**src/rtl/ddr3_pkg.sv**
```systemverilog
// Shared definitions for the DDR3 MIG user-port arbiter: MIG instruction codes,
// port widths and the one-hot arbiter state encoding.
package ddr3_pkg;

    localparam int MIG_ADDR_W = 30;
    localparam int MIG_BL_W   = 6;

    localparam logic [2:0] MIG_INSTR_WR = 3'b000;
    localparam logic [2:0] MIG_INSTR_RD = 3'b001;

    typedef enum logic [4:0] {
        ST_IDLE     = 5'b00001,
        ST_RD_CMD   = 5'b00010,
        ST_RD_DRAIN = 5'b00100,
        ST_WR_FILL  = 5'b01000,
        ST_WR_CMD   = 5'b10000
    } state_t;

endpackage

```
**src/rtl/ddr3_port_arbiter.sv**
```systemverilog
// Shares one MIG user port between a read requester and a write requester.
// Reads win by default; a saturating starvation counter forces a write through.
//
// state       | meaning
// ST_IDLE     | waiting for calibration and a request; arbitration happens here
// ST_RD_CMD   | issuing the read command to the MIG command FIFO
// ST_RD_DRAIN | popping bl+1 words from the MIG read FIFO
// ST_WR_FILL  | pushing bl+1 words into the MIG write FIFO
// ST_WR_CMD   | issuing the write command once all data is in the FIFO
module ddr3_port_arbiter
    import ddr3_pkg::*;
#(
    parameter int STARVE_LIMIT = 4
) (
    input  logic                  clk,
    input  logic                  rst,
    input  logic                  mig_ready_i,
    output logic                  mig_cmd_en,
    output logic [2:0]            mig_cmd_instr,
    output logic [MIG_BL_W-1:0]   mig_cmd_bl,
    output logic [MIG_ADDR_W-1:0] mig_cmd_byte_addr,
    input  logic                  mig_cmd_full,
    output logic                  mig_wr_en,
    output logic [31:0]           mig_wr_data,
    output logic [3:0]            mig_wr_mask,
    input  logic                  mig_wr_full,
    output logic                  mig_rd_en,
    input  logic [31:0]           mig_rd_data,
    input  logic                  mig_rd_empty,
    input  logic                  rd_req_i,
    input  logic [MIG_ADDR_W-1:0] rd_addr_i,
    input  logic [MIG_BL_W-1:0]   rd_bl_i,
    output logic                  rd_gnt_o,
    output logic                  rd_valid_o,
    output logic [31:0]           rd_data_o,
    output logic                  rd_done_o,
    input  logic                  wr_req_i,
    input  logic [MIG_ADDR_W-1:0] wr_addr_i,
    input  logic [MIG_BL_W-1:0]   wr_bl_i,
    output logic                  wr_gnt_o,
    input  logic [31:0]           wr_data_i,
    output logic                  wr_pop_o,
    output logic                  wr_done_o,
    output logic                  busy_o
);

    localparam int SC_W = $clog2(STARVE_LIMIT + 1);
    localparam logic [SC_W-1:0] STARVE_MAX = SC_W'(STARVE_LIMIT);

    state_t                state_q, state_d;
    logic [MIG_ADDR_W-1:0] addr_q, addr_d;
    logic [MIG_BL_W-1:0]   bl_q, bl_d;
    logic [MIG_BL_W-1:0]   beat_q, beat_d;
    logic [SC_W-1:0]       starve_q, starve_d;
    logic [31:0]           rd_data_q, rd_data_d;
    logic                  rd_valid_q, rd_valid_d;
    logic                  rd_done_q, rd_done_d;

    always_ff @(posedge clk) begin
        if (rst) begin
            state_q    <= ST_IDLE;
            addr_q     <= '0;
            bl_q       <= '0;
            beat_q     <= '0;
            starve_q   <= '0;
            rd_data_q  <= '0;
            rd_valid_q <= 1'b0;
            rd_done_q  <= 1'b0;
        end else begin
            state_q    <= state_d;
            addr_q     <= addr_d;
            bl_q       <= bl_d;
            beat_q     <= beat_d;
            starve_q   <= starve_d;
            rd_data_q  <= rd_data_d;
            rd_valid_q <= rd_valid_d;
            rd_done_q  <= rd_done_d;
        end
    end

    always_comb begin
        state_d       = state_q;
        addr_d        = addr_q;
        bl_d          = bl_q;
        beat_d        = beat_q;
        starve_d      = starve_q;
        rd_data_d     = rd_data_q;
        rd_valid_d    = 1'b0;
        rd_done_d     = 1'b0;
        mig_cmd_en    = 1'b0;
        mig_cmd_instr = MIG_INSTR_WR;
        mig_wr_en     = 1'b0;
        mig_rd_en     = 1'b0;
        wr_pop_o      = 1'b0;
        rd_gnt_o      = 1'b0;
        wr_gnt_o      = 1'b0;
        wr_done_o     = 1'b0;

        // Strobes are held off while rst is high so a mid-burst reset moves no data.
        if (!rst) begin
            unique case (state_q)
                ST_IDLE: begin
                    if (mig_ready_i) begin
                        if (rd_req_i && (!wr_req_i || (starve_q < STARVE_MAX))) begin
                            rd_gnt_o = 1'b1;
                            addr_d   = rd_addr_i;
                            bl_d     = rd_bl_i;
                            beat_d   = rd_bl_i;
                            state_d  = ST_RD_CMD;
                        end else if (wr_req_i) begin
                            wr_gnt_o = 1'b1;
                            addr_d   = wr_addr_i;
                            bl_d     = wr_bl_i;
                            beat_d   = wr_bl_i;
                            state_d  = ST_WR_FILL;
                        end
                    end
                end
                ST_RD_CMD: begin
                    mig_cmd_instr = MIG_INSTR_RD;
                    if (!mig_cmd_full) begin
                        mig_cmd_en = 1'b1;
                        state_d    = ST_RD_DRAIN;
                        if (!wr_req_i)
                            starve_d = '0;
                        else if (starve_q != STARVE_MAX)
                            starve_d = starve_q + 1'b1;
                    end
                end
                ST_RD_DRAIN: begin
                    mig_rd_en = !mig_rd_empty;
                    if (!mig_rd_empty) begin
                        rd_data_d  = mig_rd_data;
                        rd_valid_d = 1'b1;
                        if (beat_q == '0) begin
                            rd_done_d = 1'b1;
                            state_d   = ST_IDLE;
                        end else begin
                            beat_d = beat_q - 1'b1;
                        end
                    end
                end
                ST_WR_FILL: begin
                    mig_wr_en = !mig_wr_full;
                    wr_pop_o  = !mig_wr_full;
                    if (!mig_wr_full) begin
                        if (beat_q == '0)
                            state_d = ST_WR_CMD;
                        else
                            beat_d = beat_q - 1'b1;
                    end
                end
                ST_WR_CMD: begin
                    if (!mig_cmd_full) begin
                        mig_cmd_en = 1'b1;
                        wr_done_o  = 1'b1;
                        starve_d   = '0;
                        state_d    = ST_IDLE;
                    end
                end
                default: state_d = ST_IDLE;
            endcase
        end
    end

    assign mig_wr_data       = wr_data_i;
    assign mig_wr_mask       = 4'b0000;
    assign mig_cmd_bl        = bl_q;
    assign mig_cmd_byte_addr = addr_q;
    assign rd_valid_o        = rd_valid_q;
    assign rd_data_o         = rd_data_q;
    assign rd_done_o         = rd_done_q;
    assign busy_o            = (state_q != ST_IDLE);

endmodule

```
**config.mk**
```make
export PLATFORM = sky130hd
export DESIGN_NAME = ddr3_port_arbiter
export DESIGN_NICKNAME = d
export VERILOG_FILES = /design/src/rtl/ddr3_pkg.sv /design/src/rtl/ddr3_port_arbiter.sv
export SDC_FILE = /design/constraint.sdc
export NUM_CORES = 1
export LEC_CHECK = 0
export BUFFER_PORTS_ARGS = -buffer_cell sky130_fd_sc_hd__clkbuf_2
export CORE_ASPECT_RATIO = 0.7
export CORE_MARGIN = 4
export CORE_UTILIZATION = 46
export CTS_CLUSTER_SIZE = 28
export DETAILED_ROUTE_END_ITERATION = 16
export PLACE_DENSITY = 0.94
export SYNTH_ARGS = -nofsm -noshare
export SYNTH_HDL_FRONTEND = slang
export SYNTH_SLANG_ARGS = --single-unit
```
**constraint.sdc**
```tcl
create_clock -name clk -period 4.8 [get_ports clk]
set_clock_uncertainty 0.05 [all_clocks]
set_input_delay 0.48 -clock clk [delete_from_list [all_inputs] [get_ports clk]]
set_output_delay 0.48 -clock clk [all_outputs]
set_load 0.005 [all_outputs]
```
Yosys cells after proc, flatten, opt, wreduce, memory -nomap -nowiden
Index checks and enable logic that the tools add are counted.

Add/sub/neg operators: 2. Divide/modulo/power cells: 0. Reductions and logical operators: 17. Mux-type cells: 46. Bitwise operators: 2. Multiply operators: 0. Shifts and indexed selects: 0. Equal/unequal tests: 16. Order comparisons: 1.

Operators by type and width (count): $mux 30 (2); $mux 5 (9); $mux 6 (6); $pmux 5 s5 (1); $mux 1 (22); $pmux 6 s3 (1); $ne 2x2->1 const B (7); $mux 3 (4); $ne 3x3->1 const B (3); $reduce_and 8->1 (1); $logic_not 6->1 (1); $pmux 3 s2 (1); $sub 6x1->6 const B (1); $eq 5x1->1 const B (1); $eq 5x2->1 const B (1); $eq 5x3->1 const B (1); $eq 5x4->1 const B (1); $eq 5x5->1 const B (1); $ne 5x1->1 const B (1); $reduce_and 5->1 (1); $reduce_and 4->1 (1); $reduce_bool 2->1 (2); $reduce_or 2->1 (2); $add 3x1->3 const B (1); 9 further kinds (12).

Memories: 0. Input bits: 144. Memory bits (writable): 0. Word-level logic and storage cells: 92. Register bits after elaboration: 84. Latch bits: 0. ROM bits: 0.

Logic depth before layout (Yosys ltp)
Depth after elaboration: 7. Depth in mapped cells: 8.

Least setup slack after synthesis
Ideal clock, no wire load.

Path kind: reg2out. From: register state_q[0]. To: output mig_rd_en. Path buffers: 2. Arrival time: 1.372 ns. Path slack: 2.898 ns. Stages on the path, launching flop included: 7. Required time: 4.270 ns. Cells stage by stage: dfxtp_1 > buf_2 > nor3_1 > nand3b_1 > or2_2 > clkbuf_1 > nor2_1.

Word-level cells in the longest chain between the ends: 3.

RTL lines: start: declaration (RTL line ddr3_port_arbiter.sv:50) `state_t state_q, state_d;`; start signal: assignment (RTL line ddr3_port_arbiter.sv:70) `state_q <= state_d;`; $eq 5x3->1 (RTL line ddr3_port_arbiter.sv:101) `unique case (state_q)`; $mux 1 (RTL line ddr3_port_arbiter.sv:101); $mux 1 (RTL line ddr3_port_arbiter.sv:100) `if (!rst) begin`; end: declaration (RTL line ddr3_port_arbiter.sv:27) `output logic mig_rd_en,`.

No other way between the ends.

Final worst setup path
Ends and elaborated chain as after synthesis.

==> impl_metrics.toml <==
[power_and_ir_drop]
leakage_nw = 2.31
comb_power_share_pct = 20.1
p_int_mw = 1.33
clockPowerShare_pct = 36.3
switchingPower_uw = 520
pwr_density_cell_mw_per_mm2 = 369
power.total_mw = 1.85
peakVddDrop_mv = 0.227
switching_share_pct = 28.0
seqPwrFrac_pct = 43.6

[setup_path]
crit_type = "register to primary output"
setup.worst_path.end_class = "primary output"
critPathRequiredTime_ns = 4.27
cp_max_fo = 34
reg2reg_depth = 6
start_kind = "register"
cp_data_arrival_time_ns = 2.23

[cts]
holdBufCountCts = 0
cts_root_buf = "clkbuf_16"
postCtsSetupRepairBufs = 0
path_clk_slew_ns = 0.06
cts_htree_levels = 3
cts.sinks = 84
cts_tree = "built"
clock_latency_ns = 0.33
clock_path_buffers = 2
cts_resized = 0
cts_buffers = 9

[global_routing]
grt_pass1_vias = 3573
gr-total-overflow = 0
grt_max_degree = 73
grt_pass1_wl_mm = 16.4
grtUsageTotal_pct = 19.2
antenna_found_initial = 0

[floorplan]
die-area_mm2 = 0.0105
die_y_um = 86.8
rows = 28
die_w_um = 120
start_util_pct = 47.7
io_pins = 261
placeableCoreArea_mm2 = 0.00855

[final_layout]
final-seq-area_mm2 = 0.00168
n_fill_cell = 752
drive_above_1_share_pct = 36.1
multiInputGateArea_mm2 = 0.00188
final_common_cell = "clkbuf_2"
fin_cells = 737
area.growth.synth_to_final_pct = 23.1
fin_nets = 759
final_cell_mix = "190 x clkbuf_2, 84 x dfxtp_1, 68 x nand2_1, 56 x nor2_1, 42 x a21oi_1"
diodes = 0

[routing]
viasPerCell = 5.16
met1_length_mm = 4.11
wl_met3_um = 843
wl_per_cell_um = 14.1
drtIter0Drc = 303
wirelength_mm = 10.4
num_vias = 3802
route.antenna.remaining_nets = 0
dr_wl_met2_mm = 5.22
dr.max_layer_used = "met4"
drcViolationCount = 0
first_pass_iters = 4

[synth]
synth_flop_cell = "dfxtp_1"
synth_cell_types = 50
syn_area_per_cell_um2 = 8.53
synth_area_mm2 = 0.00408
synth_edf_count = 0
seq_area_frac_synth_pct = 41.3
synth_warnings = 0
ys_seq_elements = 84
synth_cells = 478
async_flop_share_pct = 0

[sta]
period_share_pct = 57.5
tns_ns = 0
final_hold_viol_count = 0
setup_ws_ns = 2.04
rsz0062_at_grt = "false"
setup_viol = 0
slew_headroom_pct = 19.7
period_minus_slack_ns = 2.76
tightest_slew_ns = 1.20
slew_violations = 0
hold_slack_ns = 0.313
timing.fmax_ghz = 0.363

[hold_path]
hold_depth = 3
hold_class = "input port to register"

[placed_design]
hpwlAfterDp_mm = 8.10
place_inst = 721
dp_slack_ns = 2.32
gp_congestion = 0.884
port_buffers = 190

[outcome]
status = "completed"

[flow_run]
drv_cap = 0
area by class of cell:
| cell class | instances | share of cell area, % |
|---|---|---|
| Clock inverter | 6 | 1.27 |
| Clock buffer | 10 | 4.56 |
| Timing Repair Buffer | 193 | 19.4 |
| Inverter | 10 | 0.748 |
| Sequential cell | 84 | 33.5 |
| Tap cell | 120 | 2.99 |
| Multi-Input combinational cell | 314 | 37.5 |
power by group through the flow:
stage	combinational [mW]	clock (mW)	sequential, mW
6_report	0.372	0.673	0.809
5_1_grt	0.413	0.717	0.818
4_1_cts	0.373	0.687	0.809
3_5_place_dp	0.372	0	0.824
3_3_place_gp	0.356	0	0.818
2_1_floorplan	0.270	0	0.812
cell families (layout without fill, tap and decap cells):
family	count (synthesis)	in the layout	share of synthesized area [%]
xor gates and xnor gates	3	3	0.645
other	1	6	0.0920
AOI/OAI and AO/OA	103	103	16.5
muxes	40	40	9.86
adders and majority gates	3	3	0.921
and+or+nand+nor	159	159	17.3
DFF	84	84	41.3
buffers and inverters	85	219	13.4
synthesized netlist by cell type, drive strengths merged, types with 2 or more instances:
library cell / count / area, µm²
nor3: 8 / 40.0
clkbuf: 21 / 98.9
xor2: 2 / 17.5
nor2: 57 / 214
o31ai: 2 / 15.0
a21oi: 42 / 210
or3: 4 / 31.3
or2: 3 / 18.8
o21ai: 8 / 40.0
o21a: 2 / 15.0
ha: 3 / 37.5
inv: 10 / 37.5
nand3b: 2 / 15.0
nand2: 68 / 255
nor3b: 2 / 15.0
or4: 3 / 23.8
nand3: 5 / 25.0
buf: 53 / 398
o21bai: 3 / 22.5
a211oi: 36 / 283
dfxtp: 84 / 1680
a211o: 2 / 18.8
nand4: 2 / 12.5
mux2i: 39 / 390
critical path, cell delays in order (launching register included):
cell	delay, ns
dfxtp_1	0.41
nor3_1	0.37
nand3b_1	0.16
or2_2	0.55
nor2_1	0.25
clkbuf_2	0.15
sequential cells by signal, indices dropped and copies added (netlist names):
register	flops
mig_cmd_byte_addr	30
rd_data_o	32
state_q	5
starve_q	3
rd_valid_o	1
rd_done_o	1
mig_cmd_bl	6
beat_q	6
path summary, 6_finish.rpt:
kind,from,end,slack [ns]
hold / removal,mig_rd_data[8],rd_data_o[8],0.31
hold reg to reg,rd_data_o[26],rd_data_o[26],0.40
setup reg to reg,state_q[1],beat_q[0],2.40
setup / recovery,state_q[0],mig_rd_en,2.04
layer usage:
metal	GRT usage, %	up-vias
li1	-	1877
met1	22.1	1725
met2	32.7	172
met3	6.65	28
met4	8.02	0
met5	0	-
stage by stage:
step	utilization (%)	area, µm²
2_1_floorplan	-	4090
3_3_place_gp	55.3	4720
3_5_place_dp	55.3	4720
4_1_cts	58.7	5020
5_1_grt	58.7	5020
6_report	58.7	5020
Note: power is estimated with default switching activity, not from simulation.
